`src/rtl/vec_cache_wr_tag_drain_if.sv`:
```
// ---------------------------------------------------------------------------
// vec_cache_wr_tag_drain_if
//  Bundles the three buses that meet at the write-tag drain:
//    - write-tag buffer : wr_tag_buf_vld/index/tag/way in, buf_clean_en out
//    - lookup pipeline  : lkp_req_vld/lkp_index in, lkp_req_rdy/lkp_hazard out
//    - tag RAM port     : tag_ram_en/wr/addr/wdata/wmask out
//  slave  : the drain itself
//  master : the environment (buffer + pipeline + RAM) driving the drain
// ---------------------------------------------------------------------------
interface vec_cache_wr_tag_drain_if #(
    parameter int INDEX_W = 8,
    parameter int TAG_W   = 20,
    parameter int WAY_NUM = 8,
    parameter int WAY_W   = (WAY_NUM > 1) ? $clog2(WAY_NUM) : 1
);
    logic               wr_tag_buf_vld;
    logic [INDEX_W-1:0] wr_tag_buf_index;
    logic [TAG_W-1:0]   wr_tag_buf_tag;
    logic [WAY_W-1:0]   wr_tag_buf_way;
    logic               buf_clean_en;

    logic               lkp_req_vld;
    logic [INDEX_W-1:0] lkp_index;
    logic               lkp_req_rdy;
    logic               lkp_hazard;

    logic               tag_ram_en;
    logic               tag_ram_wr;
    logic [INDEX_W-1:0] tag_ram_addr;
    logic [TAG_W:0]     tag_ram_wdata;
    logic [WAY_NUM-1:0] tag_ram_wmask;

    modport slave (
        input  wr_tag_buf_vld, wr_tag_buf_index, wr_tag_buf_tag, wr_tag_buf_way,
        input  lkp_req_vld, lkp_index,
        output buf_clean_en, lkp_req_rdy, lkp_hazard,
        output tag_ram_en, tag_ram_wr, tag_ram_addr, tag_ram_wdata, tag_ram_wmask
    );

    modport master (
        output wr_tag_buf_vld, wr_tag_buf_index, wr_tag_buf_tag, wr_tag_buf_way,
        output lkp_req_vld, lkp_index,
        input  buf_clean_en, lkp_req_rdy, lkp_hazard,
        input  tag_ram_en, tag_ram_wr, tag_ram_addr, tag_ram_wdata, tag_ram_wmask
    );
endinterface

```
`src/rtl/vec_cache_wr_tag_drain.sv`:
```
// ---------------------------------------------------------------------------
// vec_cache_wr_tag_drain
//  Consumer side of the write-tag buffer. Captures the buffered {index,tag,way}
//  on the first valid cycle, writes it into the single-port tag RAM while
//  letting pipeline lookups win for at most MAX_DEFER consecutive cycles, then
//  pulses buf_clean_en for one cycle. Lookups that hit the still-unwritten
//  index while the write is pending are flagged with lkp_hazard.
//  Ports:
//    clk   - clock
//    rst_n - asynchronous active-low reset
//    bus   - slave modport of vec_cache_wr_tag_drain_if (buffer, lookup, RAM)
// ---------------------------------------------------------------------------
module vec_cache_wr_tag_drain #(
    parameter int INDEX_W   = 8,
    parameter int TAG_W     = 20,
    parameter int WAY_NUM   = 8,
    parameter int MAX_DEFER = 4
) (
    input  logic                          clk,
    input  logic                          rst_n,
    vec_cache_wr_tag_drain_if.slave       bus
);
    localparam int         WAY_W = (WAY_NUM > 1) ? $clog2(WAY_NUM) : 1;
    localparam logic [3:0] MAX_D = 4'(MAX_DEFER);

    typedef enum logic [1:0] {IDLE, PEND, CLEAN} state_t;

    state_t             r_state, w_state_nxt;
    logic [3:0]         r_defer_cnt, w_defer_nxt;
    logic [INDEX_W-1:0] r_cap_index;
    logic [TAG_W-1:0]   r_cap_tag;
    logic [WAY_W-1:0]   r_cap_way;
    logic               w_capture;

    logic               w_rdy, w_hazard, w_clean;
    logic               w_en, w_wr;
    logic [INDEX_W-1:0] w_addr;
    logic [TAG_W:0]     w_wdata;
    logic [WAY_NUM-1:0] w_wmask;

    // Write wins once the pipeline is quiet or it has been deferred MAX_DEFER
    // times in a row, so the write can never starve.
    logic w_do_write;
    assign w_do_write = (r_state == PEND) &&
                        (!bus.lkp_req_vld || (r_defer_cnt == MAX_D));

    always_comb begin
        w_state_nxt = r_state;
        w_defer_nxt = r_defer_cnt;
        w_capture   = 1'b0;
        // Default RAM use is the lookup read; only the PEND write overrides it.
        w_rdy       = 1'b1;
        w_en        = bus.lkp_req_vld;
        w_wr        = 1'b0;
        w_addr      = bus.lkp_index;
        w_wdata     = '0;
        w_wmask     = '0;
        w_clean     = 1'b0;
        w_hazard    = 1'b0;
        case (r_state)
            IDLE: begin
                if (bus.wr_tag_buf_vld) begin
                    // Buffer payload is only guaranteed on this first vld cycle.
                    w_capture   = 1'b1;
                    w_defer_nxt = '0;
                    w_state_nxt = PEND;
                end
            end
            PEND: begin
                if (w_do_write) begin
                    w_rdy       = 1'b0;
                    w_en        = 1'b1;
                    w_wr        = 1'b1;
                    w_addr      = r_cap_index;
                    w_wdata     = {1'b1, r_cap_tag};
                    w_wmask     = WAY_NUM'(1) << r_cap_way;
                    w_state_nxt = CLEAN;
                end else begin
                    // Here a lookup is present and defer_cnt < MAX_DEFER, so
                    // the increment cannot pass the limit.
                    w_hazard    = (bus.lkp_index == r_cap_index);
                    w_defer_nxt = r_defer_cnt + 4'd1;
                end
            end
            CLEAN: begin
                // vld is ignored here; a still-high vld re-captures from IDLE.
                w_clean     = 1'b1;
                w_state_nxt = IDLE;
            end
            default: w_state_nxt = IDLE;
        endcase
    end

    always_ff @(posedge clk or negedge rst_n) begin
        if (!rst_n) begin
            r_state     <= IDLE;
            r_defer_cnt <= '0;
            r_cap_index <= '0;
            r_cap_tag   <= '0;
            r_cap_way   <= '0;
        end else begin
            r_state     <= w_state_nxt;
            r_defer_cnt <= w_defer_nxt;
            if (w_capture) begin
                r_cap_index <= bus.wr_tag_buf_index;
                r_cap_tag   <= bus.wr_tag_buf_tag;
                r_cap_way   <= bus.wr_tag_buf_way;
            end
        end
    end

    assign bus.lkp_req_rdy   = w_rdy;
    assign bus.lkp_hazard    = w_hazard;
    assign bus.buf_clean_en  = w_clean;
    assign bus.tag_ram_en    = w_en;
    assign bus.tag_ram_wr    = w_wr;
    assign bus.tag_ram_addr  = w_addr;
    assign bus.tag_ram_wdata = w_wdata;
    assign bus.tag_ram_wmask = w_wmask;
endmodule

```
`src/flat_wrapper.sv`:
```
// flat-port wrapper written by rule: the top's interface ports become plain ports
module vec_cache_wr_tag_drain_flat 
#(
    parameter int INDEX_W   = 8,
    parameter int TAG_W     = 20,
    parameter int WAY_NUM   = 8,
    parameter int MAX_DEFER = 4
)
  (clk, rst_n, bus_wr_tag_buf_vld, bus_wr_tag_buf_index, bus_wr_tag_buf_tag, bus_wr_tag_buf_way, bus_lkp_req_vld, bus_lkp_index, bus_buf_clean_en, bus_lkp_req_rdy, bus_lkp_hazard, bus_tag_ram_en, bus_tag_ram_wr, bus_tag_ram_addr, bus_tag_ram_wdata, bus_tag_ram_wmask);
  vec_cache_wr_tag_drain_if #(.INDEX_W(INDEX_W), .TAG_W(TAG_W), .WAY_NUM(WAY_NUM)) bus_i ();
  input  logic clk;
  input  logic rst_n;
  input wire logic [$bits(bus_i.wr_tag_buf_vld)-1:0] bus_wr_tag_buf_vld;
  input wire logic [$bits(bus_i.wr_tag_buf_index)-1:0] bus_wr_tag_buf_index;
  input wire logic [$bits(bus_i.wr_tag_buf_tag)-1:0] bus_wr_tag_buf_tag;
  input wire logic [$bits(bus_i.wr_tag_buf_way)-1:0] bus_wr_tag_buf_way;
  input wire logic [$bits(bus_i.lkp_req_vld)-1:0] bus_lkp_req_vld;
  input wire logic [$bits(bus_i.lkp_index)-1:0] bus_lkp_index;
  output wire logic [$bits(bus_i.buf_clean_en)-1:0] bus_buf_clean_en;
  output wire logic [$bits(bus_i.lkp_req_rdy)-1:0] bus_lkp_req_rdy;
  output wire logic [$bits(bus_i.lkp_hazard)-1:0] bus_lkp_hazard;
  output wire logic [$bits(bus_i.tag_ram_en)-1:0] bus_tag_ram_en;
  output wire logic [$bits(bus_i.tag_ram_wr)-1:0] bus_tag_ram_wr;
  output wire logic [$bits(bus_i.tag_ram_addr)-1:0] bus_tag_ram_addr;
  output wire logic [$bits(bus_i.tag_ram_wdata)-1:0] bus_tag_ram_wdata;
  output wire logic [$bits(bus_i.tag_ram_wmask)-1:0] bus_tag_ram_wmask;
  assign bus_i.wr_tag_buf_vld = bus_wr_tag_buf_vld;
  assign bus_i.wr_tag_buf_index = bus_wr_tag_buf_index;
  assign bus_i.wr_tag_buf_tag = bus_wr_tag_buf_tag;
  assign bus_i.wr_tag_buf_way = bus_wr_tag_buf_way;
  assign bus_i.lkp_req_vld = bus_lkp_req_vld;
  assign bus_i.lkp_index = bus_lkp_index;
  assign bus_buf_clean_en = bus_i.buf_clean_en;
  assign bus_lkp_req_rdy = bus_i.lkp_req_rdy;
  assign bus_lkp_hazard = bus_i.lkp_hazard;
  assign bus_tag_ram_en = bus_i.tag_ram_en;
  assign bus_tag_ram_wr = bus_i.tag_ram_wr;
  assign bus_tag_ram_addr = bus_i.tag_ram_addr;
  assign bus_tag_ram_wdata = bus_i.tag_ram_wdata;
  assign bus_tag_ram_wmask = bus_i.tag_ram_wmask;
  vec_cache_wr_tag_drain #(.INDEX_W(INDEX_W), .TAG_W(TAG_W), .WAY_NUM(WAY_NUM), .MAX_DEFER(MAX_DEFER)) u_core (.clk(clk), .rst_n(rst_n), .bus(bus_i));
endmodule
```
`config.mk`:
```
export PLATFORM = sky130hd
export DESIGN_NAME = vec_cache_wr_tag_drain_flat
export DESIGN_NICKNAME = d
export VERILOG_FILES = /design/src/rtl/vec_cache_wr_tag_drain_if.sv /design/src/rtl/vec_cache_wr_tag_drain.sv /design/src/flat_wrapper.sv
export SDC_FILE = /design/constraint.sdc
export NUM_CORES = 1
export LEC_CHECK = 0
export CAP_MARGIN = 20
export CORE_MARGIN = 2
export CORE_UTILIZATION = 35
export DETAILED_ROUTE_END_ITERATION = 10
export GPL_TIMING_DRIVEN = 0
export PLACE_DENSITY = 0.7
export RECOVER_POWER = 25
export SLEW_MARGIN = 20
export SYNTH_ARGS = -nofsm -noshare
export SYNTH_HDL_FRONTEND = slang
export SYNTH_SLANG_ARGS = --single-unit
```
`constraint.sdc`:
```
create_clock -name clk -period 2 [get_ports clk]
set_input_delay 0.3 -clock clk [delete_from_list [all_inputs] [get_ports clk]]
set_output_delay 0.3 -clock clk [all_outputs]
set_load 0.03 [all_outputs]
```
# Word level (Yosys, flattened, before mapping)

Index checks and enable logic that the tools add are counted.

Multipliers: 0
Div/mod/pow operators: 0
Equal/unequal tests: 7
Bitwise gates (word level): 0
Shift operators: 1
Multiplexer cells: 23
Order comparisons: 0
Reductions and logical operators: 7
$add $sub $neg: 1

Operators with widths:

| cell                | count |
|---|---|
| $mux 21             | 2 |
| $mux 8              | 4 |
| $mux 1              | 11 |
| $eq 8x8->1          | 1 |
| $mux 4              | 2 |
| $pmux 4 s2          | 1 |
| $shl 1x3->8 const A | 1 |
| $add 4x1->4 const B | 1 |
| $eq 4x3->1 const B  | 1 |
| $mux 2              | 2 |
| $ne 2x2->1 const B  | 2 |
| $pmux 2 s2          | 1 |
| $reduce_and 3->1    | 1 |
| $eq 2x1->1 const B  | 1 |
| $eq 2x2->1 const B  | 1 |
| $logic_not 2->1     | 1 |
| $ne 2x1->1 const B  | 1 |
| $reduce_and 2->1    | 1 |
| $reduce_bool 2->1   | 1 |
| $logic_and 1x1->1   | 1 |
| $logic_not 1->1     | 1 |
| $logic_or 1x1->1    | 1 |

Bits in registers: 37
Word-level logic and storage cells: 44
Memory bits (read-only): 0
Bits in latches: 0
Bits in writable memories: 0
Bits of input ports: 43
Memories kept: 0

# Logic depth before layout (Yosys ltp)

Gate-level depths: netlist of the first run.

Depth after elaboration: 5
Gate-level depth with buffers: 7

# Least setup slack after synthesis of the first run

No wires, ideal clock.

Kind: register to output
From: register u_core.r_defer_cnt[0]
To: output bus_tag_ram_wmask[2]
Path buffers: 2
Arrival: 1.605 ns
Slack: 0.095 ns
Stages on the path, launching flop included: 8
Path through: dfrtp_1 > inv_1 > ha_1 > nand3b_1 > a21boi_2 > buf_4 > buf_6 > nor4bb_4

Word-level cells in the longest chain between the ends: 5

RTL lines:

| item                   | line                          | RTL |
|---|---|---|
| start, declared        | vec_cache_wr_tag_drain.sv:29  | `logic [3:0] r_defer_cnt, w_defer_nxt;` |
| start signal, assigned | vec_cache_wr_tag_drain.sv:103 | `r_defer_cnt <= w_defer_nxt;` |
| $eq 4x3->1             | vec_cache_wr_tag_drain.sv:45  | `(!bus.lkp_req_vld \|\| (r_defer_cnt == MAX_D));` |
| $logic_or 1x1->1       | vec_cache_wr_tag_drain.sv:45  |  |
| $logic_and 1x1->1      | vec_cache_wr_tag_drain.sv:44  | `assign w_do_write = (r_state == PEND) &&` |
| $mux 8                 | vec_cache_wr_tag_drain.sv:70  | `if (w_do_write) begin` |
| $mux 8                 | vec_cache_wr_tag_drain.sv:60  | `case (r_state)` |
| end, declared          | flat_wrapper.sv:26            | `output wire logic [$bits(bus_i.tag_ram_wmask)-1:0] bus_tag_ram_wmask;` |

No other way between the ends.

# Worst setup path after layout of the first run

From: register u_core.r_defer_cnt[1]
To: output bus_tag_ram_wmask[1]

Same word-level chain as after synthesis.

==> flow_summary.ini, run 1 <==
[grt]
grt_pass1_vias = 1469
grt_start_max_net_pins = 25
grt_usage_pct = 14.79
grt_pass1_wl_um = 6989
antenna_found_initial = 0
grt-ovfl-total = 0

[critical_path]
crit_chain = inv_2 > ha_4 > nand3b_1 > a21boi_4 > buf_6 > buf_6 > and4bb_1 > buf_6
cp_common_cell = buf_6
worstSetupEndpointType = output port
path_buf_inv = 4
crit_family = buffers and inverters
crit_type = flop to output port
cp_data_arrival_time_ns = 1.87
cp_max_fo = 6
start_kind = flop
slowest_delay_ns = 0.39
cp_slowest_cell = dfrtp_1
worstPathRequired_ns = 1.70

[final_layout]
final_cells = 329
drive_gt1_share_pct = 52.12
nets = 303
antenna_cells = 0
fin_util_pct = 62.22
areaGrowthSynthToFinish_pct = 68.55

[synthesis]
synth_flop_cell = dfrtp_1
syn_nets = 194
yosysWarnings = 0
synth_cell_types = 33
synth.area.top_cells = dfrtp_1, mux2_2, and2_1
syn_area_sq_um = 1909
async_flop_share_pct = 100.0
syn_area_per_cell_sq_um = 12.81
syn_inst = 149
ys_ff_latch = 37
seq_area_frac_synth_pct = 48.49
synth-edff-count = 0
synth_top_area_cell = dfrtp_1
synth.top_cells.by_count = dfrtp_1, mux2_2, and2_1
synth_top_cell_area_share_pct = 48.49

[floorplanning]
start_util_pct = 36.91
die_y_um = 77.86
die_w_um = 77.86
io_pins = 85
coreArea_sq_um = 5172
fp.dieArea_sq_um = 6062
num_rows = 26

[power_and_ir_drop]
power_density_nw_per_um2 = 1345
p_leak_nw = 1.438
peakVddDrop_uv = 643.5

[clock_tree]
clkLatencyLatePin_ns = 0.28
clkSlewWorstSetupHoldPaths_ns = 0.07
cts_buffers = 5
cts.sinks = 37
ctsHtreeMaxLevel = 2
cts_tree = yes
clockBufferDepth = 2
root_buffer = clkbuf_8

[placed_design]
dp_slack_ns = -0.6573
dp.cells = 304
place.gp.congestion = 0.6989
io_buffers = 84
dp_hpwl_um = 3201

[detailed_routing]
wl_per_cell_um = 14.50
drtIter0Drc = 52
drt_pass1_iterations = 3
avgViaCountPerCell = 4.584
drc_errors = 0
dr_total_vias = 1508
wl_um = 4771
ant_nets = 0

[sta]
tightest_slew_ns = 0.7805
finalMaxSlewViolations = 0
fin_skew_ns = 0.007289
setup_ws_ns = -0.1677
relSlewSlack_pct = 47.97
grt_setup_unrepaired = yes
hold_viol = 0
period_needed_ns = 2.168
finalSetupViolCount = 39
fin_crit_sh_pct = 108.4
max_freq_mhz = 461.3

[worst_hold_path]
holdCritPathClass = flop to flop

[run]
cap_violations = 0

[outcome]
failed_checks = negative setup slack
outcome = complete, but fails checks
## state kept, by name (all words and copies together) (netlist names)
register,cells
u_core.r_defer_cnt,4
u_core.r_cap_tag,20
u_core.r_cap_index,8
u_core.r_state,2
u_core.r_cap_way,3
## cell usage in the layout, fill, tap and decap left out, types with 2 or more instances in the layout
cell | synthesis | final
a31oi_1 | 3 | 3
and2_1 | 20 | 3
and2_4 | 0 | 17
and3_1 | 2 | 2
and4b_1 | 3 | 3
buf_2 | 4 | 4
buf_4 | 3 | 14
buf_6 | 1 | 46
clkbuf_1 | 0 | 2
clkbuf_8 | 0 | 5
clkdlybuf4s50_1 | 0 | 42
clkinv_2 | 0 | 2
dfrtp_1 | 37 | 37
inv_2 | 0 | 2
mux2_1 | 2 | 2
mux2_2 | 37 | 32
mux2_4 | 0 | 5
mux2i_1 | 2 | 2
nand2b_1 | 2 | 2
nand4_1 | 2 | 2
nor2b_1 | 2 | 2
xnor2_1 | 8 | 8
## final timing paths
check,from,slack (ns),cells after the start,endpoint
hold reg to reg,u_core.r_defer_cnt[3],0.49,1,u_core.r_defer_cnt[3]
max in group asynchronous,rst_n,0.31,3,u_core.r_cap_way[2]
min in group asynchronous,rst_n,0.62,2,u_core.r_cap_tag[6]
hold / removal,u_core.r_defer_cnt[3],0.49,1,u_core.r_defer_cnt[3]
setup reg to reg,u_core.r_state[1],0.42,3,u_core.r_cap_tag[3]
setup / recovery,u_core.r_defer_cnt[1],-0.17,8,bus_tag_ram_wmask[1]
## where the power goes
| group | switching (mW) | internal [mW] | total (mW) |
|---|---|---|---|
| sequential | 0.272 | 1.11 | 1.39 |
| clock | 0.253 | 0.241 | 0.494 |
| combinational | 1.07 | 1.38 | 2.45 |
| total | 1.60 | 2.73 | 4.33 |
## per-layer routing
layer | share of wire (%) | GRT usage [%] | wire length (um) | vias to the layer above
li1 | - | - | - | 739
met1 | 45 | 18.71 | 2144 | 712
met2 | 48 | 24.31 | 2274 | 55
met3 | 6.9 | 5.233 | 331 | 2
met4 | 0.42 | 3.214 | 20 | 0
met5 | 0 | 0 | 0 | -
## layout make-up
cell class / instances / area, sq um
fillers: 421 / 1954
repair buffers: 103 / 1035
multi-input cells: 100 / 994.7
flip-flops and latches: 37 / 925.9
well taps: 70 / 87.58
plain buffers: 8 / 81.33
clock buffers: 6 / 72.57
inverters: 3 / 11.26
clock inverters: 2 / 10.01
## worst register-to-register path, stage by stage, from the launching register on
cell and delay, ns:
dfrtp_1 0.40, nor3b_2 0.34, buf_2 0.35, mux2_2 0.38
## per-stage QoR
step                setup TNS (ns)  power [mW]  area [sq um]  hold WS (ns)
floorplan                        0       2.681          1909      0.004409
CTS                         -5.597       4.122          3097        0.4711
global placement            -31.71       3.350          2838        0.4649
finish                      -4.298       4.329          3218        0.4908
detailed placement          -20.39       3.391          2853        0.2320
global route                -7.504       4.593          3218        0.5165
## kinds of logic (layout without fill, tap and decap cells)
family                     count (synthesis)  after routing  synth area share, %
adders and majority gates                  2              2                1.310
DFF                                       37             37                48.49
xor gates and xnor gates                   8              8                3.670
and+or+nand+nor                           42             42                15.92
muxes                                     41             41                24.05
buffers and inverters                     12            122                3.669
AOI/OAI and AO/OA                          7              7                2.884
## what timing repair did
| item | CTS | global route |
|---|---|---|
| endpoints found under the hold margin | 13 | 0 |
| gates cloned | 2 | 2 |
| setup endpoints to repair | 41 | 40 |
| hold buffers | 1 | 0 |
| pin swaps | 2 | 16 |
| gates resized for setup | 265 | 64 |
| setup buffers | 5 | 8 |
No activity file was read; power rests on OpenSTA's default activity.
==> inputs of run 2 (changes only) <==
- SETUP_SLACK_MARGIN: default -> 0.15
- TNS_END_PERCENT: default -> 100
==> flow_summary.ini, run 2 (same netlist as run 1, synthesis figures left out) <==
[outcome]
outcome = complete, but fails checks
failed_checks = negative setup slack

[placed_design]
dp.cells = 304
dp_slack_ns = -0.6147
place.gp.congestion = 0.6737
io_buffers = 84
dp_hpwl_um = 3197

[grt]
grt_pass1_vias = 1506
grt_pass1_wl_um = 7341
grt-ovfl-total = 0
grt_start_max_net_pins = 22
antenna_found_initial = 0
grt_usage_pct = 15.44

[detailed_routing]
avgViaCountPerCell = 4.635
drt_pass1_iterations = 4
wl_um = 4621
dr_total_vias = 1525
ant_nets = 0
drc_errors = 0
wl_per_cell_um = 14.05
drtIter0Drc = 41

[sta]
finalMaxSlewViolations = 0
fin_crit_sh_pct = 111.0
setup_ws_ns = -0.2202
hold_viol = 0
fin_skew_ns = 0.01023
tightest_slew_ns = 0.9102
finalSetupViolCount = 38
period_needed_ns = 2.220
relSlewSlack_pct = 39.32
max_freq_mhz = 450.4
grt_setup_unrepaired = yes

[final_layout]
layout_commonest_cell = buf_6
reg.largest.list = u_core.r_cap_tag (20), u_core.r_cap_index (8), u_core.r_defer_cnt (4)
nets = 304
final_cells = 329
top_register = u_core.r_cap_tag
largest_register_ffs = 20
areaGrowthSynthToFinish_pct = 69.59
mostFrequentLayoutCells = buf_6, clkdlybuf4s50_1, dfrtp_1
antenna_cells = 0
fin_util_pct = 62.60
drive_gt1_share_pct = 52.51

[worst_hold_path]
hold_start = u_core.r_cap_tag[12]
holdCritPathClass = flop to flop
holdPathEnd = u_core.r_cap_tag[12]
holdPathStages = 1

[critical_path]
crit_family = buffers and inverters
crit_type = flop to output port
start_kind = flop
worstSetupEndpointType = output port
cp_max_fo = 5
r2r-start = u_core.r_state[0]
crit_chain = inv_2 > ha_4 > nand3b_1 > a21boi_4 > buf_6 > buf_8 > mux2_4 > buf_6
worstPathRequired_ns = 1.70
cp_slowest_cell = dfrtp_1
cp_common_cell = buf_6
slowest_delay_ns = 0.40
cp.depth = 8
crit_start = u_core.r_defer_cnt[1]
cp_data_arrival_time_ns = 1.92
reg2reg_slack_ns = 0.34
r2r-end = u_core.r_cap_index[7]
r2r.worst_path.cells = 4
path_buf_inv = 4

[power_and_ir_drop]
p_int_mw = 2.769
sw_frac_of_total_pct = 36.23
power_frac_clock_pct = 12.0
switchingPower_mw = 1.573
combPwrFrac_pct = 56.3
power_density_nw_per_um2 = 1341
peakVddDrop_uv = 842.4
p_leak_nw = 1.456
power_frac_seq_pct = 31.7

[floorplanning]
die_y_um = 77.86
io_pins = 85
coreArea_sq_um = 5172
num_rows = 26
fp.dieArea_sq_um = 6062
start_util_pct = 36.91
die_w_um = 77.86

[clock_tree]
cts_buffers = 5
clkSlewWorstSetupHoldPaths_ns = 0.08
cts_tree = yes
ctsHtreeMaxLevel = 2
root_buffer = clkbuf_8
cts.sinks = 37
clkLatencyLatePin_ns = 0.28
clockBufferDepth = 2

[run]
cap_violations = 0
## run 2: power groups by stage
stage	logic (mW)	registers [mW]	clock network (mW)
3_5_place_dp	2.01	1.38	0
5_1_grt	2.62	1.43	0.572
2_1_floorplan	1.38	1.31	0
3_3_place_gp	1.99	1.36	0
4_1_cts	2.18	1.36	0.534
6_report	2.45	1.37	0.522
## run 2: worst register-to-register path, stage by stage (launching register included)
cell     delay (ns)
dfrtp_1        0.40
buf_4          0.14
nor3b_2        0.30
buf_2          0.34
mux2_2         0.37
## run 2: per-layer routing
layer / vias to the layer above / track usage [%] / routed length, um
met1: 730 / 19.90 / 2016
met3: 5 / 3.837 / 270
met2: 50 / 25.69 / 2294
li1: 740 / - / -
met4: 0 / 4.286 / 40
met5: - / 0 / 0
## run 2: how the worst max path moves through the flow
stage | end | slack, ns
global placement | bus_tag_ram_wdata[8] | -0.60
floorplan | bus_tag_ram_wmask[2] | 0.13
finish | bus_tag_ram_addr[5] | -0.22
detailed placement | bus_tag_ram_wdata[8] | -0.61
global route | bus_tag_ram_addr[0] | -0.31
CTS | bus_tag_ram_addr[2] | -0.22
## run 2: what timing repair did
item                                    in CTS  in global routing
hold buffers                                 1                  0
cloned                                       1                  2
setup buffers                                5                  9
hold endpoints to repair                    16                  0
endpoints found under the setup margin      41                 42
pin swaps                                    2                  7
gates resized for setup                    277                 47
## run 2: stage by stage
step | cell area, sq um | TNS (ns) | hold slack (ns) | power (mW)
after floorplan | 1918 | 0 | 0.004409 | 2.689
after global placement | 2846 | -29.21 | 0.4658 | 3.353
after detailed placement | 2869 | -19.74 | 0.2667 | 3.393
after CTS | 3067 | -4.723 | 0.4858 | 4.081
after global routing | 3238 | -9.098 | 0.4974 | 4.625
final | 3238 | -5.433 | 0.4807 | 4.342
## run 2: cell type report
cell class	count	area [sq um]
fill	418	1934
timing repair buffer	103	1046
multi-input combinational	100	1002
sequential	37	925.9
tap	70	87.58
clock buffer	7	86.33
buffer	9	78.83
inverter	3	11.26
